**config.mk**
```make
export PLATFORM = sky130hd
export DESIGN_NAME = hazard_ctrl_flat
export DESIGN_NICKNAME = d
export VERILOG_FILES = /design/src/rtl/hazard_ctrl_if.sv /design/src/rtl/hazard_ctrl.sv /design/src/flat_wrapper.sv
export SDC_FILE = /design/constraint.sdc
export NUM_CORES = 1
export LEC_CHECK = 0
export BUFFER_PORTS_ARGS = -buffer_cell sky130_fd_sc_hd__buf_4
export CORE_MARGIN = 2
export CORE_UTILIZATION = 41
export DETAILED_ROUTE_END_ITERATION = 10
export PLACE_DENSITY = 0.78
export SYNTH_ARGS = -nofsm -noshare
export SYNTH_HDL_FRONTEND = slang
export SYNTH_SLANG_ARGS = --single-unit
```
**constraint.sdc**
```tcl
create_clock -name clk -period 3.63 [get_ports clk]
set_clock_uncertainty 0.05 [all_clocks]
set_input_delay 0.726 -clock clk [delete_from_list [all_inputs] [get_ports clk]]
set_output_delay 0.726 -clock clk [all_outputs]
set_load 0.03 [all_outputs]
```
**src/rtl/hazard_ctrl_if.sv**
```systemverilog
`default_nettype none
// ============================================================================
// Module      : hazard_ctrl_if
// Description : Pipeline-side bundle between the ID/EX stages and the hazard
//               and redirect controller. The master is the pipeline; the slave
//               is the controller.
// Revision    : 1.0 - initial release
// ============================================================================
interface hazard_ctrl_if #(
    parameter int XLEN = 32
);
    logic [4:0]      ID_rs1;
    logic [4:0]      ID_rs2;
    logic            ID_rs1_vld;
    logic            ID_rs2_vld;
    logic [4:0]      ID_REG_rd;
    logic [6:0]      ID_REG_opcode;
    logic            ID_jmp_vld;
    logic [XLEN-1:0] ID_imm;
    logic [XLEN-1:0] ID_pc;
    logic            EX_jmp_vld;
    logic [XLEN-1:0] EX_jmp_addr;
    logic            hold_IF;
    logic            CTRL_IF_jmp_vld;
    logic [XLEN-1:0] CTRL_IF_jmp_addr;
    logic            CTRL_EX_en;

    modport master (
        output ID_rs1, ID_rs2, ID_rs1_vld, ID_rs2_vld, ID_REG_rd, ID_REG_opcode,
               ID_jmp_vld, ID_imm, ID_pc, EX_jmp_vld, EX_jmp_addr,
        input  hold_IF, CTRL_IF_jmp_vld, CTRL_IF_jmp_addr, CTRL_EX_en
    );

    modport slave (
        input  ID_rs1, ID_rs2, ID_rs1_vld, ID_rs2_vld, ID_REG_rd, ID_REG_opcode,
               ID_jmp_vld, ID_imm, ID_pc, EX_jmp_vld, EX_jmp_addr,
        output hold_IF, CTRL_IF_jmp_vld, CTRL_IF_jmp_addr, CTRL_EX_en
    );
endinterface
`default_nettype wire

```
**src/rtl/hazard_ctrl.sv**
```systemverilog
`default_nettype none
// ============================================================================
// Module      : hazard_ctrl
// Description : Load-use stall and branch/jump redirect controller for the
//               RV32 in-order core. Two independent down-counters track the
//               load-use stall and the post-branch flush window.
// Revision    : 1.0 - initial release
// ============================================================================
module hazard_ctrl #(
    parameter int XLEN       = 32,
    parameter int LOAD_STALL = 1,
    parameter int BR_FLUSH   = 2
) (
    input  wire               clk,
    input  wire               rst,
    hazard_ctrl_if.slave      bus
);
    localparam logic [6:0] c_OPC_LOAD   = 7'b0000011;
    localparam logic [2:0] c_LU_RELOAD  = 3'(LOAD_STALL);
    localparam logic [2:0] c_FL_RELOAD  = 3'(BR_FLUSH - 1);

    logic [2:0] r_lu_cnt;
    logic [2:0] r_fl_cnt;

    logic w_src_match;
    logic w_lu_hit;
    logic w_hold;
    logic w_fl_idle;

    // Load-use detection against the instruction sitting in ID/EX; x0 never
    // creates a dependency, and a taken EX branch makes the ID op wrong-path.
    always_comb begin
        w_src_match = ((bus.ID_rs1 == bus.ID_REG_rd) && bus.ID_rs1_vld) ||
                      ((bus.ID_rs2 == bus.ID_REG_rd) && bus.ID_rs2_vld);
        w_lu_hit    = w_src_match &&
                      (bus.ID_REG_rd != 5'd0) &&
                      (bus.ID_REG_opcode == c_OPC_LOAD) &&
                      (r_lu_cnt == 3'd0) &&
                      !bus.EX_jmp_vld &&
                      !rst;
        w_hold      = !rst && (w_lu_hit || (r_lu_cnt > 3'd1));
        w_fl_idle   = (r_fl_cnt == 3'd0);
    end

    // Stall and flush counters; a taken EX branch cancels a pending stall and
    // (re)starts the flush window.
    always_ff @(posedge clk) begin
        if (rst) begin
            r_lu_cnt <= 3'd0;
            r_fl_cnt <= 3'd0;
        end else begin
            if (bus.EX_jmp_vld) begin
                r_lu_cnt <= 3'd0;
            end else if (w_lu_hit) begin
                r_lu_cnt <= c_LU_RELOAD;
            end else if (r_lu_cnt != 3'd0) begin
                r_lu_cnt <= r_lu_cnt - 3'd1;
            end

            if (bus.EX_jmp_vld) begin
                r_fl_cnt <= c_FL_RELOAD;
            end else if (r_fl_cnt != 3'd0) begin
                r_fl_cnt <= r_fl_cnt - 3'd1;
            end
        end
    end

    // Redirect arbitration: EX branch wins; an ID jump fires only when it is
    // on the correct path and not frozen, so it issues exactly once.
    always_comb begin
        bus.CTRL_IF_jmp_vld  = 1'b0;
        bus.CTRL_IF_jmp_addr = '0;
        if (!rst) begin
            if (bus.EX_jmp_vld) begin
                bus.CTRL_IF_jmp_vld  = 1'b1;
                bus.CTRL_IF_jmp_addr = bus.EX_jmp_addr;
            end else if (bus.ID_jmp_vld && w_fl_idle && !w_hold) begin
                bus.CTRL_IF_jmp_vld  = 1'b1;
                bus.CTRL_IF_jmp_addr = bus.ID_pc + bus.ID_imm;
            end
        end
    end

    // Stage enables: IF/ID freeze and EX bubble insertion.
    always_comb begin
        bus.hold_IF    = w_hold;
        bus.CTRL_EX_en = !rst && !bus.EX_jmp_vld && w_fl_idle && (r_lu_cnt == 3'd0);
    end
endmodule
`default_nettype wire

```
**src/flat_wrapper.sv**
```systemverilog
// flat-port wrapper written by rule: the top's interface ports become plain ports
module hazard_ctrl_flat 
#(
    parameter int XLEN       = 32,
    parameter int LOAD_STALL = 1,
    parameter int BR_FLUSH   = 2
)
  (clk, rst, bus_ID_rs1, bus_ID_rs2, bus_ID_rs1_vld, bus_ID_rs2_vld, bus_ID_REG_rd, bus_ID_REG_opcode, bus_ID_jmp_vld, bus_ID_imm, bus_ID_pc, bus_EX_jmp_vld, bus_EX_jmp_addr, bus_hold_IF, bus_CTRL_IF_jmp_vld, bus_CTRL_IF_jmp_addr, bus_CTRL_EX_en);
  hazard_ctrl_if #(.XLEN(XLEN)) bus_i ();
  input  wire clk;
  input  wire rst;
  input wire logic [$bits(bus_i.ID_rs1)-1:0] bus_ID_rs1;
  input wire logic [$bits(bus_i.ID_rs2)-1:0] bus_ID_rs2;
  input wire logic [$bits(bus_i.ID_rs1_vld)-1:0] bus_ID_rs1_vld;
  input wire logic [$bits(bus_i.ID_rs2_vld)-1:0] bus_ID_rs2_vld;
  input wire logic [$bits(bus_i.ID_REG_rd)-1:0] bus_ID_REG_rd;
  input wire logic [$bits(bus_i.ID_REG_opcode)-1:0] bus_ID_REG_opcode;
  input wire logic [$bits(bus_i.ID_jmp_vld)-1:0] bus_ID_jmp_vld;
  input wire logic [$bits(bus_i.ID_imm)-1:0] bus_ID_imm;
  input wire logic [$bits(bus_i.ID_pc)-1:0] bus_ID_pc;
  input wire logic [$bits(bus_i.EX_jmp_vld)-1:0] bus_EX_jmp_vld;
  input wire logic [$bits(bus_i.EX_jmp_addr)-1:0] bus_EX_jmp_addr;
  output wire logic [$bits(bus_i.hold_IF)-1:0] bus_hold_IF;
  output wire logic [$bits(bus_i.CTRL_IF_jmp_vld)-1:0] bus_CTRL_IF_jmp_vld;
  output wire logic [$bits(bus_i.CTRL_IF_jmp_addr)-1:0] bus_CTRL_IF_jmp_addr;
  output wire logic [$bits(bus_i.CTRL_EX_en)-1:0] bus_CTRL_EX_en;
  assign bus_i.ID_rs1 = bus_ID_rs1;
  assign bus_i.ID_rs2 = bus_ID_rs2;
  assign bus_i.ID_rs1_vld = bus_ID_rs1_vld;
  assign bus_i.ID_rs2_vld = bus_ID_rs2_vld;
  assign bus_i.ID_REG_rd = bus_ID_REG_rd;
  assign bus_i.ID_REG_opcode = bus_ID_REG_opcode;
  assign bus_i.ID_jmp_vld = bus_ID_jmp_vld;
  assign bus_i.ID_imm = bus_ID_imm;
  assign bus_i.ID_pc = bus_ID_pc;
  assign bus_i.EX_jmp_vld = bus_EX_jmp_vld;
  assign bus_i.EX_jmp_addr = bus_EX_jmp_addr;
  assign bus_hold_IF = bus_i.hold_IF;
  assign bus_CTRL_IF_jmp_vld = bus_i.CTRL_IF_jmp_vld;
  assign bus_CTRL_IF_jmp_addr = bus_i.CTRL_IF_jmp_addr;
  assign bus_CTRL_EX_en = bus_i.CTRL_EX_en;
  hazard_ctrl #(.XLEN(XLEN), .LOAD_STALL(LOAD_STALL), .BR_FLUSH(BR_FLUSH)) u_core (.clk(clk), .rst(rst), .bus(bus_i));
endmodule
```
### Word-level counts from Yosys, hierarchy flattened

Index checks and enable logic that the tools add are counted.

| storage, ports and cells | value |
|---|---|
| bits in registers | 6 |
| bits in latches | 0 |
| RAM bits | 0 |
| memory bits (read-only) | 0 |
| output and inout bits | 35 |
| logic and storage cells | 48 |
| memories kept | 0 |

| cells by class | value |
|---|---|
| add/sub/neg operators | 3 |
| multiply operators | 0 |
| divide/modulo/power cells | 0 |
| $lt $le $gt $ge | 1 |
| equality and inequality tests | 3 |
| shift-type cells | 0 |
| multiplexer cells | 10 |
| bitwise operators | 0 |
| reductions and logical operators | 27 |

Operators with widths:

| cell | count |
|---|---|
| $mux W32 | 3 |
| $add A32 B32 Y32 | 1 |
| $logic_and A1 B1 Y1 | 13 |
| $eq A5 B5 Y1 | 2 |
| $eq A7 B2 Y1 const B | 1 |
| $mux W1 | 7 |
| $logic_not A3 Y1 | 2 |
| $reduce_bool A3 Y1 | 2 |
| $sub A3 B1 Y3 const B | 2 |
| $reduce_bool A5 Y1 | 1 |
| $reduce_bool A2 Y1 | 2 |
| $gt A3 B1 Y1 const B | 1 |
| $logic_not A1 Y1 | 3 |
| $reduce_or A3 Y1 | 1 |
| $logic_or A1 B1 Y1 | 2 |
| $reduce_or A2 Y1 | 1 |

### Logic depth before layout (Yosys ltp)

Gate-level depths: netlist of run 1.

| logic depth | value |
|---|---|
| word-level depth | 15 |
| depth in mapped cells | 9 |
| mapped depth without buffers | 9 |

### Worst setup path before layout of run 1

Ideal clock, no wire load.

| timing path | value |
|---|---|
| path kind | input to output |
| start point | in bus_ID_pc[0] |
| end point | out bus_CTRL_IF_jmp_addr[30] |
| arrival time | 2.973 ns |
| slack | -0.119 ns |
| stages on the path | 9 |
| path buffers | 0 |
| cells stage by stage | ha_1 > fa_1 > a211oi_2 > o211ai_2 > a32oi_2 > nor4_1 > a311oi_1 > xor2_1 > o21ai_1 |

| on the way | value |
|---|---|
| longest elaborated chain between the ends | 4 |

RTL lines:

| element | line | text |
|---|---|---|
| start, declared | flat_wrapper.sv:20 | `input wire logic [$bits(bus_i.ID_pc)-1:0] bus_ID_pc;` |
| $add A32 B32 Y32 | hazard_ctrl.sv:79 | `bus.CTRL_IF_jmp_addr = bus.ID_pc + bus.ID_imm;` |
| $mux W32 | hazard_ctrl.sv:77 | `end else if (bus.ID_jmp_vld && w_fl_idle && !w_hold) begin` |
| $mux W32 | hazard_ctrl.sv:74 | `if (bus.EX_jmp_vld) begin` |
| $mux W32 | hazard_ctrl.sv:73 | `if (!rst) begin` |
| end, declared | flat_wrapper.sv:25 | `output wire logic [$bits(bus_i.CTRL_IF_jmp_addr)-1:0] bus_CTRL_IF_jmp_addr;` |

No other way between the ends.

### Final worst setup path of run 1

| timing path | value |
|---|---|
| start point | in bus_ID_pc[0] |
| end point | out bus_CTRL_IF_jmp_addr[28] |

Same word-level chain as after synthesis.

==> results.toml, run 1 <==
[global_routing]
busiest_layer = "met2"
grt_pass1_vias = 3599
grt_max_degree = 27
grt_overflow = 0
grt_antenna_before_repair = 0
grt_util_met1_pct = 31.5
grt_use_met3_pct = 3.40
grt_pass1_wl_mm = 15.7
grt_usage_pct = 25.7
grt_util_met2_pct = 48.2

[sta]
max_slew_margin_pct = 73.8
report.final.slew_viol_count = 0
setup_tns_ns = -0.0702
fmax_mhz = 270
hold_viol = 0
fin_crit_sh_pct = 102
min_period_ns = 3.70
rsz0062_at_grt = "true"
fin_ws_ns = -0.0693
tightest_slew_ns = 0.389
holdWs_ns = 0.452
final-setup-viol-count = 2

[layout]
finish.instance_area_mm2 = 0.00478
most-common-layout-cells = "buf_4 (213), nor2_1 (50), nand2_1 (42)"
nNetsFinal = 767
drive_gt1_share_pct = 46.7
insertedDiodeCount = 0
layoutNonFillerInstCount = 681
mostFrequentLayoutCell = "buf_4"
fillCellCount = 486
final_core_util_pct = 75.2
syn_to_final_growth_pct = 78.2

[drt]
via_per_inst = 5.57
drc = 0
drt_iter0_markers = 159
drt_wl_total_mm = 10.5
wire_per_inst_um = 15.4
dr.pass1.iters = 4
num_vias = 3790
drtAntennaViolNets = 0

[worst_setup_path]
worstSetupStartpointType = "input port"
worst_path_dominant_cell_family = "compound AO/OA/AOI/OAI gates"
endpoint_kind = "output port"
crit_top_cell = "buf_6"
path_cells = "buf_6 -> ha_4 -> fa_2 -> a211oi_4 -> o211ai_2 -> nand4b_1 -> o211ai_1 -> o21a_1 -> or3_1 -> a32o_2 -> buf_6"
crit_fanout = 3
crit_type = "in -> out"
cp.buffers_inverters = 2
crit_path_top_delay_cell = "fa_2"
critPathMaxStageDelay_ns = 0.37
crit_required_ns = 2.85
critical_path_arrival_ns = 2.92

[synthesis]
ys_ff_latch = 6
ys_seq_area_share_pct = 4.48
synth.avg_cell_area_um2 = 6.77
synth.distinct_cells = 58
synthesis.nets = 557
synth-edff-count = 0
async_reset_ff_share_pct = 0
netlist_area_mm2 = 0.00268
ys.flop_type = "dfxtp_1"
synth_warnings = 0
synthCells = 396

[pwr]
swShare_pct = 45.1
pwr-share-clk_pct = 10.4
power_frac_seq_pct = 7.3
p_switching_uw = 441
ir_worst_vdd_mv = 0.200
total_power_uw = 978
internal_power_uw = 537
comb_power_share_pct = 82.2
p_leak_nw = 2.20
power_per_cell_area_mw_per_mm2 = 205

[floorplan]
num_rows = 29
fp.dieH_um = 84.9
initial_core_util_pct = 42.2
fp.dieW_um = 84.9
core_mm2 = 0.00635
ios = 159
die_area_mm2 = 0.00720

[worst_hold_path]
hold_path.class = "reg -> reg"

[clock_network]
cts_made_buffers = 3
cts_buffer_depth = 2
cts-root-buf = "clkbuf_8"
clk_latency_ns = 0.22
htreeDepth = 1
cts.clk_slew.worst_paths_ns = 0.04
clock_sinks = 6
cts_tree = "yes"
postCtsHoldBufs = 0

[run_status]
status = "finished with violations"
violations = "setup timing"

[placed_design]
post_dp_cell_area_mm2 = 0.00430
dp.cells = 669
io_buffers = 158
dp_hpwl_mm = 8.33
post-place-ws_ns = -0.199
place_congestion = 0.935

[run]
drv_cap = 0
==> synthesized netlist by cell type, types with 11 or more instances <==
cell type / number / share of area [%]
inv_1: 12 / 1.7
nor2_1: 50 / 7.0
xnor2_1: 19 / 6.2
nand4_1: 11 / 2.6
a21oi_1: 38 / 7.1
xor2_1: 22 / 7.2
ha_1: 36 / 17
a22oi_1: 16 / 4.5
o21ai_1: 14 / 2.6
o21ai_0: 19 / 3.5
nand2_1: 46 / 6.4
==> layer usage <==
metal	wire length [µm]	part of all wire [%]
met1	4210	40
met4	191	1.8
met3	774	7.4
met2	5330	51
met5	0	0
==> registers in the layout, summed over array words and instances (netlist names) <==
| name | cells |
|---|---|
| u_core.r_fl_cnt | 3 |
| u_core.r_lu_cnt | 3 |
==> repair_timing <==
action / 4_1_cts / 5_1_grt
resized for setup: 16 / 49
buffers inserted: 1 / 8
endpoints found under the setup margin: 12 / 18
pin swaps: 13 / 38
==> layout make-up <==
type                       instances  area [µm²]  share of cell area [%]
multi-input combinational        361        2770                    58.1
timing repair buffer             222        1700                    35.6
sequential                         6         120                    2.52
tap                               77        96.3                    2.02
inverter                          12        45.0                   0.943
clock buffer                       3        41.3                   0.865
==> power groups by stage <==
stage / Combinational, mW / Sequential [mW] / Clock [mW]
finish: 0.804 / 0.0719 / 0.102
global route: 0.870 / 0.0722 / 0.106
CTS: 0.722 / 0.0718 / 0.106
detailed placement: 0.705 / 0.0729 / 0
global placement: 0.694 / 0.0728 / 0
floorplan: 0.406 / 0.0726 / 0
==> cell families (layout without fill, tap and decap cells) <==
kind of cell	Yosys count	after routing	share of synthesized area, %
AOI/OAI and AO/OA	137	137	34.2
xor gates and xnor gates	41	41	13.4
adders and majority gates	37	37	17.6
buffers and inverters	29	237	5.04
DFF	6	6	4.48
muxes	1	1	0.373
and+or+nand+nor	145	145	25.0
==> final timing paths <==
path                              end  slack (ns)               start  depth (start not counted)
min                u_core.r_fl_cnt[1]        0.45  u_core.r_fl_cnt[1]                          2
max reg2reg        u_core.r_lu_cnt[1]        1.71  u_core.r_lu_cnt[0]                          7
max          bus_CTRL_IF_jmp_addr[28]       -0.07        bus_ID_pc[0]                         11
min reg2reg        u_core.r_fl_cnt[1]        0.45  u_core.r_fl_cnt[1]                          2
==> worst min-delay path, cell delays in order, from the launching register on <==
cell	delay, ns
dfxtp_1	0.30
nor2_1	0.09
a2111oi_0	0.06
No activity file was read; power rests on OpenSTA's default activity.
==> run 2, diff against run 1 <==
clock period = 4.6 ns   (was 3.63 ns; I/O delays follow)
==> run 2 against run 1 <==
Against the previous run: the run now ends clean; setup slack gained 0.30 ns; clock power shrank 18%; via count shrank 7.5%; register-to-register slack gained 1.0 ns; routed wire length shrank 12%; global-route usage shrank 1.6 points; sequential power shrank 21%; worst hold slack lost 0.014 ns; final cell count shrank 9.3%; core utilization shrank 13 points; critical path depth is the same; sequential share of layout area grew 0.55 points.
==> results.toml, run 2 (synthesis results as in run 1) <==
[run_status]
status = "finished, final reports clean"

[clock_network]
clock_sinks = 6
cts_buffer_depth = 2
cts_setup_buffers = 0
cts-root-buf = "clkbuf_8"
clk_latency_ns = 0.23
cts_tree = "yes"
cts.clk_slew.worst_paths_ns = 0.04
cts_made_buffers = 3
postCtsHoldBufs = 0
htreeDepth = 1
ctsResizeCount = 0

[worst_setup_path]
critPathMaxStageDelay_ns = 0.44
endpoint_kind = "output port"
crit_fanout = 4
critical_path_arrival_ns = 3.40
worstSetupStartpointType = "input port"
crit_path_end = "bus_CTRL_IF_jmp_addr[30]"
rr_worst_depth = 7
crit_required_ns = 3.63
crit_top_cell = "buf_4"
crit_type = "in -> out"
crit_path_top_delay_cell = "fa_1"
reg2reg_setup_slack_ns = 2.74
timing.rr.end = "u_core.r_lu_cnt[1]"
path_cells = "buf_4 -> ha_1 -> fa_1 -> a211oi_2 -> o211ai_2 -> a32oi_2 -> nor4_1 -> a311oi_1 -> xor2_1 -> o21ai_1 -> buf_4"
critical_path.reg2reg.startpoint = "u_core.r_lu_cnt[0]"
crit_start = "bus_ID_pc[0]"

[floorplan]
core_mm2 = 0.00635
ios = 159
die_area_mm2 = 0.00720
fp.dieH_um = 84.9
fp.dieW_um = 84.9
num_rows = 29
initial_core_util_pct = 42.2

[drt]
drt_iter0_markers = 190
drtAntennaViolNets = 0
dr.pass1.iters = 6
via_per_inst = 5.67
num_vias = 3506
drc = 0
wire_per_inst_um = 14.9
drt_wl_total_mm = 9.23

[sta]
report.final.slew_viol_count = 0
fin_crit_sh_pct = 94.9
setup_tns_ns = 0
rsz0062_at_grt = "false"
final-setup-viol-count = 0
holdWs_ns = 0.438
hold_viol = 0
max_slew_margin_pct = 69.9
tightest_slew_ns = 0.447
min_period_ns = 4.37
fmax_mhz = 229

[placed_design]
dp_hpwl_mm = 7.76
place_congestion = 0.910
io_buffers = 158

[global_routing]
grt_pass1_wl_mm = 14.6
grt_usage_pct = 24.1
grt_overflow = 0
grt_antenna_before_repair = 0
grt_pass1_vias = 3261
grt_max_degree = 28

[layout]
nNetsFinal = 704
most-common-layout-cells = "buf_4 (159), nor2_1 (50), nand2_1 (46)"
syn_to_final_growth_pct = 46.3
drive_gt1_share_pct = 32.3
insertedDiodeCount = 0
reg_top3 = "u_core.r_fl_cnt: 3 flops, u_core.r_lu_cnt: 3 flops"
mostFrequentLayoutCell = "buf_4"

[pwr]
power_per_cell_area_mw_per_mm2 = 163
ir_worst_vdd_mv = 0.162
p_leak_nw = 1.84

[worst_hold_path]
holdPathStages = 2
hold_path.class = "reg -> reg"

[run]
drv_cap = 0
[run 2: cell count changes in the layout (fill, tap and decap cells not counted), moves of 3 or more]
cell / change
o21ai_2: -4
a21oi_2: -8
nand2_2: -3
ha_1: +14
ha_4: -12
nand2_1: +4
o21ai_0: +5
a21oi_1: +9
buf_6: -9
buf_4: -54
[run 2: layout make-up]
class | instances | area, µm²
fill | 602 | 2430
multi-input combinational | 361 | 2420
timing repair buffer | 159 | 1190
sequential | 6 | 120
tap | 77 | 96.3
inverter | 12 | 45.0
clock buffer | 3 | 41.3
[run 2: stage by stage]
step	setup slack, ns	power (mW)	instances	utilization, %	cell area [µm²]
6_report	0.234	0.639	618	61.8	3920
4_1_cts	0.244	0.636	618	61.8	3920
2_1_floorplan	0.463	0.376	396	-	2680
3_5_place_dp	0.255	0.551	615	61.1	3880
3_3_place_gp	0.322	0.545	615	61.1	3880
5_1_grt	0.102	0.689	618	61.8	3920
[run 2: critical path: cells and delay by family]
kind	cells	cell delay [ns]
AO/OA/AOI/OAI	5	1.20
XOR/XNOR	1	0.19
AND/OR/NAND/NOR	1	0.14
adder cells (fa/ha/maj)	2	0.67
buffers and inverters	2	0.29
[run 2: how the worst min path moves through the flow]
stage | to | slack, ns | startpoint
6_report | u_core.r_lu_cnt[1] | 0.44 | u_core.r_lu_cnt[1]
5_1_grt | u_core.r_lu_cnt[1] | 0.48 | u_core.r_lu_cnt[1]
4_1_cts | u_core.r_lu_cnt[1] | 0.44 | u_core.r_lu_cnt[1]
3_5_place_dp | u_core.r_lu_cnt[1] | 0.44 | u_core.r_lu_cnt[1]
3_3_place_gp | u_core.r_lu_cnt[1] | 0.43 | u_core.r_lu_cnt[1]
2_1_floorplan | u_core.r_lu_cnt[1] | 0.42 | u_core.r_lu_cnt[1]
[run 2: layer usage]
metal,wire length (µm),GRT usage (%),up-vias
li1,-,-,1745
met1,3780,30.9,1579
met2,4520,43.0,162
met3,733,3.11,20
met4,189,5.19,0
met5,0,0,-
[run 2: report_power, final]
part           total (mW)  internal, mW  switching, mW
registers          0.0571        0.0551        0.00196
logic               0.499         0.224          0.274
clock network      0.0833        0.0566         0.0268
